**config.mk**
```make
export PLATFORM = sky130hd
export DESIGN_NAME = onehot_decode_seq
export DESIGN_NICKNAME = d
export VERILOG_FILES = /design/src/rtl/onehot_pkg.sv /design/src/rtl/onehot_decode_seq_hold_counter.sv /design/src/rtl/onehot_decode_seq.sv
export SDC_FILE = /design/constraint.sdc
export NUM_CORES = 1
export LEC_CHECK = 0
export ABC_AREA = 0
export CAP_MARGIN = 20
export CORE_UTILIZATION = 40
export CTS_CLUSTER_SIZE = 30
export DETAILED_ROUTE_END_ITERATION = 6
export PLACE_DENSITY = 0.81
export SYNTH_ARGS = -nofsm -noshare
export SYNTH_HDL_FRONTEND = slang
export SYNTH_SLANG_ARGS = --single-unit
export TNS_END_PERCENT = 5
```
**constraint.sdc**
```tcl
create_clock -name clk -period 2.4 [get_ports clk]
set_clock_uncertainty 0.05 [all_clocks]
set_input_delay 0.24 -clock clk [delete_from_list [all_inputs] [get_ports clk]]
set_output_delay 0.24 -clock clk [all_outputs]
set_load 0.005 [all_outputs]
```
**src/rtl/onehot_pkg.sv**
```systemverilog
// onehot_pkg: shared widths, state encoding and index-to-one-hot helper
package onehot_pkg;
  localparam int CODE_W = 4;
  localparam int OUT_W = 16;
  typedef enum logic {IDLE = 1'b0, DRIVE = 1'b1} state_t;
  function automatic logic [OUT_W-1:0] onehot_of(input logic [CODE_W-1:0] code);
    return OUT_W'(1) << code;
  endfunction
endpackage

```
**src/rtl/onehot_decode_seq_hold_counter.sv**
```systemverilog
// hold_counter: 8-bit load/increment counter flagging HOLD_CYCLES-1
module hold_counter #(
  parameter int HOLD_CYCLES = 4
) (
  input  logic       clk,
  input  logic       rst_n,
  input  logic       load,
  input  logic       inc,
  output logic [7:0] cnt,
  output logic       term
);
  always_ff @(posedge clk or negedge rst_n)
    if (!rst_n) cnt <= '0;
    else if (load) cnt <= '0;
    else if (inc) cnt <= cnt + 8'd1;
  assign term = cnt == 8'(HOLD_CYCLES - 1);
endmodule

```
**src/rtl/onehot_decode_seq.sv**
```systemverilog
// onehot_decode_seq: handshaked index to timed one-hot driver; DEC_STICKY_EN adds sticky_seen
module onehot_decode_seq
  import onehot_pkg::*;
#(
  parameter int CODE_W = onehot_pkg::CODE_W,
  parameter int OUT_W = onehot_pkg::OUT_W,
  parameter int HOLD_CYCLES = 4
) (
  input  logic              clk,
  input  logic              rst_n,
  input  logic [CODE_W-1:0] code_in,
  input  logic              code_valid,
  output logic              code_ready,
  output logic [OUT_W-1:0]  d_out,
  output logic              busy,
  output logic              done,
  input  logic              sticky_clr,
  output logic [OUT_W-1:0]  sticky_seen
);
  state_t state;
  logic [CODE_W-1:0] code_q;
  logic [7:0] cnt;
  logic term, accept;
  // counter parks at HOLD_CYCLES-1 once a pattern ends, so term stays high in IDLE
  hold_counter #(.HOLD_CYCLES(HOLD_CYCLES)) u_cnt (
    .clk(clk), .rst_n(rst_n), .load(accept), .inc(busy & ~term), .cnt(cnt), .term(term)
  );
  assign code_ready = rst_n & (state == IDLE | term);
  assign accept = code_valid & code_ready;
  assign busy = state == DRIVE;
  assign done = busy & term;
  assign d_out = busy ? onehot_of(code_q) : '0;
  always_ff @(posedge clk or negedge rst_n)
    if (!rst_n) begin
      state <= IDLE;
      code_q <= '0;
    end else if (accept) begin
      state <= DRIVE;
      code_q <= code_in;
    end else if (term) state <= IDLE;
`ifdef DEC_STICKY_EN
  always_ff @(posedge clk or negedge rst_n)
    if (!rst_n) sticky_seen <= '0;
    else sticky_seen <= sticky_clr ? '0 : sticky_seen | d_out;
`else
  logic unused_sticky_clr;
  assign unused_sticky_clr = sticky_clr;
  assign sticky_seen = '0;
`endif
endmodule

```
---- Word-level counts from Yosys, hierarchy flattened ----
Index checks and enable logic that the tools add are counted.
operators by class
  reductions and logical operators ........ 2
  eq/ne operators ......................... 1
  mux-type cells .......................... 5
  bitwise logic cells ..................... 7
  shifts and indexed selects .............. 1
  add/subtract/negate cells ............... 1
operators with widths
  cell                  count
  $mux 16               1
  $mux 8                2
  $shl 1x4->16 const A  1
  $add 8x1->8 const B   1
  $eq 8x2->1 const B    1
  $and 1x1->1           4
  $reduce_bool 2->1     2
  $mux 1                2
  $not 1->1             2
  $or 1x1->1            1
word-level totals
  word-level logic and storage cells ...... 20
  bits of input ports ..................... 8
  bits in registers ....................... 13

---- Longest topological paths before layout ----
Gate-level depths: netlist of the first run.
  depth in word-level cells ............... 5
  gate-level depth with buffers ........... 5

---- Modules after synthesis ----
A second synthesis of the first run with hierarchy kept.
unflattened totals
  cell total of the unflattened synthesis .. 96
  area, all modules ....................... 885.8 um^2
modules (own cells, without submodules)
  module             times used  sequential area each (um^2)  cells an instance  area an instance (um^2)
  onehot_decode_seq  1           125.1                        56                 474.2
  hold_counter       1           200.2                        40                 411.6

---- Worst setup path after synthesis of the first run ----
OpenSTA, ideal clock, no wires.
  path type ............................... flip-flop to flip-flop
  from .................................... register u_cnt.cnt[0]
  to ...................................... register code_q[0]
  slack ................................... 493 ps
  path buffers ............................ 0
  cell stages (with the launch flop) ...... 6
  required time ........................... 2,225 ps
  library setup time ...................... 125 ps
  data arrival time ....................... 1,732 ps
  cells stage by stage .................... dfrtp_1 ha_1 or4b_4 o21ai_4 nand3_4 mux2_4
between the ends
  cells in the longest elaborated chain, start to end .. 4
RTL lines
  element                 line                                  text
  start, declared         onehot_decode_seq_hold_counter.sv:9   output logic [7:0] cnt,
  start signal, assigned  onehot_decode_seq_hold_counter.sv:15  else if (inc) cnt <= cnt + 8'd1;
  $eq 8x2->1              onehot_decode_seq_hold_counter.sv:16  assign term = cnt == 8'(HOLD_CYCLES - 1);
  $or 1x1->1              onehot_decode_seq.sv:28               assign code_ready = rst_n & (state == IDLE | term);
  $and 1x1->1             onehot_decode_seq.sv:28
  $and 1x1->1             onehot_decode_seq.sv:29               assign accept = code_valid & code_ready;
  end signal, assigned    onehot_decode_seq.sv:39               code_q <= code_in;
  end, declared           onehot_decode_seq.sv:21               logic [CODE_W-1:0] code_q;
Every way passes these cells.
A chain may end at the register's enable or synchronous reset.

---- Worst setup path after layout of the first run ----
  from .................................... register code_q[3]
  to ...................................... output d_out[0]
between the ends
  cells in the longest elaborated chain, start to end .. 2
RTL lines
  element        line                     text
  $shl 1x4->16   onehot_pkg.sv:7          return OUT_W'(1) << code;
  $mux 16        onehot_decode_seq.sv:32  assign d_out = busy ? onehot_of(code_q) : '0;
  end, declared  onehot_decode_seq.sv:14  output logic [OUT_W-1:0] d_out,
Every way passes these cells.

==> impl_metrics.ini, run 1 <==
[critical_path]
worstSetupStartpoint = code_q[3]
start_kind = flip-flop
critPathMaxFanout = 5
r2r_cells = 6
critical_path.max_stage_delay_ns = 0.53
slowest_stage = or3b_2
cp_cell_sequence = or3b_2 -> nor3_1 -> clkdlybuf4s50_1
arrival_ns = 1.89
crit_type = flip-flop to output port
cp.required_ns = 2.11
endpoint_kind = output port
r2r-start = u_cnt.cnt[1]

[place]
dp.cells = 156
portBuffers = 25
hpwl_um = 1450
finalWeightedCongestion = 0.893
place_area_sq_um = 1150

[floorplanning]
die_y_um = 49.7
ioPinCount = 43
fp.dieW_um = 49.7
die-area_sq_um = 2470
initial_utilization_pct = 44.5
rows = 16
core_sq_um = 2040

[global_routing]
grt_pass1_wl_um = 3060
grt_start_max_net_pins = 17
grt_overflow = 0
antenna_found_initial = 0
track_usage_pct = 16.6
grt_pass1_vias = 716

[timing]
setup_viol = 0
timing.fmax_ghz = 0.458
period_share_pct = 91.0
rsz0062_at_grt = false
slew_viol_final = 0
finalHoldViolCount = 0
whs_ns = 0.270
fin_crit_ns = 2.18
tns_ns = 0

[pwr]
ir_drop_mv = 0.281
cellLeakagePower_nw = 0.497
pwr_density_cell_nw_per_um2 = 318

[route]
routed.top_layer = met4
drt-met1-wl_um = 786
routed_via_density = 4.83
postRouteAntennaNets = 0
remaining_drc_errors = 0
met3WireLength_um = 104
vias = 783
wirelength_um = 1870
dr.pass1.iters = 4
avgRoutedWirePerCell_um = 11.5
met2_length_um = 955
drt-initial-drc-count = 7

[status]
status = finished, final reports clean

[cells_and_area]
drive_gt1_share_pct = 14.1
instances_no_fill = 162
syn_to_final_growth_pct = 30.9
final_nets = 145
n_antenna_cell = 0
fin_area_sq_um = 1190

[cts]
clkSinkCount = 13
cts_made_buffers = 3
cts_tree = built
htree_levels = 1
clockBufferDepth = 2
hold_buffers = 0
cts_root_buffer = clkbuf_4
clock_latency_ns = 0.28
clkSlewWorstSetupHoldPaths_ns = 0.07

[synthesis]
synth_seq_cells = 13
syn_area_sq_um = 908
syn_area_per_cell_sq_um = 8.82
syn-instance-count = 103
synth-warning-count = 0
ys_seq_area_share_pct = 35.8
synth_cell_types = 29

[worst_hold_path]
hp-class = input port to asynchronous set/reset pin

[flow_run]
maxCapViolations = 0
[final timing paths]
kind	endpoint	slack, ns
hold reg to reg	u_cnt.cnt[7]	0.52
min in group clk	u_cnt.cnt[7]	0.52
setup reg to reg	code_q[1]	0.40
max in group asynchronous	u_cnt.cnt[1]	1.85
hold / removal	u_cnt.cnt[5]	0.27
setup / recovery	d_out[0]	0.22
[sequential cells by signal (all words and copies together), names as in the netlist]
signal     flops
busy           1
code_q         4
u_cnt.cnt      8
[final cells by class]
class / instances / area (sq um)
inverters: 2 / 7.51
repair buffers: 30 / 285
clock buffers: 4 / 26.3
flip-flops and latches: 13 / 325
multi-input cells: 86 / 510
fillers: 198 / 853
well taps: 27 / 33.8
[placed cells by master (no fill, tap or decap), types with 4 or more instances in the layout]
cell / count
buf_4: 5
clkdlybuf4s50_1: 23
conb_1: 16
dfrtp_1: 13
mux2_4: 4
nand2_1: 8
nand2b_1: 4
nand3_1: 7
nor2_1: 14
nor3_1: 4
o21ai_0: 5
[synth_stat cells (all sizes together)]
| library cell | n | area share (%) |
|---|---|---|
| inv | 2 | 0.83 |
| nor2 | 14 | 5.8 |
| o21ai | 6 | 4.5 |
| xor2 | 1 | 0.96 |
| or4b | 1 | 1.5 |
| clkbuf | 1 | 0.41 |
| or3b | 1 | 0.96 |
| xnor2 | 2 | 1.9 |
| buf | 16 | 13 |
| nand2 | 8 | 3.3 |
| nor4 | 2 | 1.4 |
| ha | 1 | 1.4 |
| conb | 1 | 0.41 |
| nand3b | 3 | 2.5 |
| mux2 | 4 | 6.6 |
| or3 | 1 | 0.69 |
| nand2b | 4 | 2.8 |
| nand3 | 8 | 5.8 |
| nand4 | 1 | 0.69 |
| and2 | 2 | 1.7 |
| o311ai | 1 | 0.96 |
| a21oi | 3 | 1.7 |
| o22ai | 1 | 0.69 |
| nor2b | 1 | 0.69 |
| a31oi | 1 | 0.69 |
| dfrtp | 13 | 36 |
| nor3 | 4 | 2.2 |
[routing by layer]
layer | GRT usage [%] | vias to the layer above
li1 | - | 386
met1 | 18.4 | 362
met2 | 31.1 | 32
met3 | 3.09 | 3
met4 | 5.71 | 0
met5 | 0 | -
[per-stage QoR]
stage	util [%]	setup WS [ns]	power, mW
2_1_floorplan	-	0.493	0.249
3_3_place_gp	56.2	0.237	0.248
3_5_place_dp	56.2	0.204	0.249
4_1_cts	58.2	0.202	0.385
5_1_grt	58.2	0.108	0.401
6_report	58.2	0.217	0.378
[power by group]
group,internal (mW),switching (mW)
clock,0.0645,0.0689
sequential,0.219,0
combinational,0.0102,0.0152
total,0.294,0.0842
[critical path: cells and delay by family (launching register included)]
family	cells	cell delay (ns)
simple gates	2	0.69
buf+inv	1	0.52
flops	1	0.41
[cell families after synthesis]
group / synth area share, %
AOI/OAI and AO/OA: 8.54
adders and majority gates: 1.38
other: 0.413
DFF: 35.8
buffers and inverters: 14.5
xor gates and xnor gates: 2.89
muxes: 6.61
and+or+nand+nor: 29.9
[repair_timing]
item	in CTS	in global routing
endpoints found under the setup margin	2	0
resized for setup	3	0
setup buffers	2	0
Note: power is estimated with default switching activity, not from simulation.
==> run 2, diff against run 1 <==
ABC_CLOCK_PERIOD_IN_PS = 2400   (was default)
REMOVE_ABC_BUFFERS = 1   (was default)
==> impl_metrics.ini, run 2 (synthesis results as in run 1) <==
[critical_path]
arrival_ns = 1.89
critPathMaxFanout = 5
start_kind = flip-flop
endpoint_kind = output port
cp.required_ns = 2.11
crit_type = flip-flop to output port

[cells_and_area]
mostFrequentLayoutCell = clkdlybuf4s50_1
finish.utilization_pct = 58.7
instances_no_fill = 162
n_fill_cell = 190
fin_area_sq_um = 1200
final_nets = 145
largest_register_ffs = 8
seq_area_sq_um = 325
regMostFlops = u_cnt.cnt
final_cell_mix = 23 x clkdlybuf4s50_1, 16 x conb_1, 14 x nor2_1
syn_to_final_growth_pct = 32.0
drive_gt1_share_pct = 14.8
multi_input_area_sq_um = 517
n_antenna_cell = 0

[floorplanning]
initial_utilization_pct = 44.5
rows = 16
die_y_um = 49.7
core_sq_um = 2040
fp.dieW_um = 49.7
die-area_sq_um = 2470
ioPinCount = 43

[route]
wirelength_um = 1820
remaining_drc_errors = 0
vias = 783
postRouteAntennaNets = 0
avgRoutedWirePerCell_um = 11.2
drt-initial-drc-count = 11
dr.pass1.iters = 4
routed_via_density = 4.83

[cts]
cts_tree = built
clock_latency_ns = 0.28
clkSinkCount = 13
htree_levels = 1
clkSlewWorstSetupHoldPaths_ns = 0.08
hold_buffers = 0
cts_root_buffer = clkbuf_4
cts_made_buffers = 3
clockBufferDepth = 2

[timing]
period_share_pct = 91.0
setup_viol = 0
rsz0062_at_grt = false
slew_viol_final = 0
finalWorstSetupSlack_ns = 0.216
fin_crit_ns = 2.18
finalHoldViolCount = 0
tns_ns = 0
whs_ns = 0.260
timing.fmax_ghz = 0.458

[global_routing]
grtUsageMet3_pct = 2.16
grt_overflow = 0
grt_pass1_wl_um = 2950
antenna_found_initial = 0
grt_pass1_vias = 685
grt_start_max_net_pins = 17
use_met2_pct = 27.0
grt_use_met1_pct = 19.0
busiest_layer = met2
track_usage_pct = 15.6

[place]
dp_slack_ns = 0.185
hpwl_um = 1380
portBuffers = 25
place_area_sq_um = 1150
dp.cells = 156
finalWeightedCongestion = 0.800

[pwr]
total_power_mw = 0.381
ir_drop_mv = 0.272
cellLeakagePower_nw = 0.511
pwr_density_cell_nw_per_um2 = 318

[worst_hold_path]
hp-class = input port to asynchronous set/reset pin

[status]
status = finished, final reports clean

[flow_run]
maxCapViolations = 0
==> run 2: timing repair <==
item                                    in CTS  in global routing
buffers inserted                             1                  1
endpoints found under the setup margin       2                  1
resized for setup                            3                  1
endpoints found under the hold margin        0                  0
pin swaps                                    0                  2
==> run 2: critical path: stages, from the launching register on <==
cell,delay (ns)
dfrtp_1,0.42
or3b_2,0.53
nor3_1,0.15
clkdlybuf4s50_1,0.52
==> run 2: cell type report <==
| type | count | area share, % |
|---|---|---|
| inverters | 2 | 0.626 |
| multi-input cells | 86 | 43.1 |
| well taps | 27 | 2.82 |
| flip-flops and latches | 13 | 27.1 |
| repair buffers | 30 | 24.1 |
| clock buffers | 4 | 2.19 |
==> run 2: worst paths after layout <==
path	start	to	slack, ns	depth (start not counted)
worst max-delay path	code_q[3]	d_out[0]	0.22	3
max in group asynchronous	rst_n	u_cnt.cnt[4]	1.86	2
worst max register to register	u_cnt.cnt[1]	code_q[1]	0.28	7
min in group clk	code_in[3]	code_q[3]	0.52	2
worst min register to register	u_cnt.cnt[1]	u_cnt.cnt[1]	0.53	2
worst min-delay path	rst_n	u_cnt.cnt[3]	0.26	2
==> run 2: metal layers <==
layer	routed length [um]	vias to the layer above
met3	124	5
met2	877	35
met4	34	0
met5	0	-
li1	-	389
met1	780	354
==> run 2: power by group <==
part / internal [mW] / total [mW] / switching (mW) / leakage, nW
clock: 0.0646 / 0.137 / 0.0727 / 0.0150
combinational: 0.0103 / 0.0253 / 0.0150 / 0.345
sequential: 0.219 / 0.219 / 0 / 0.151
total: 0.294 / 0.381 / 0.0877 / 0.511
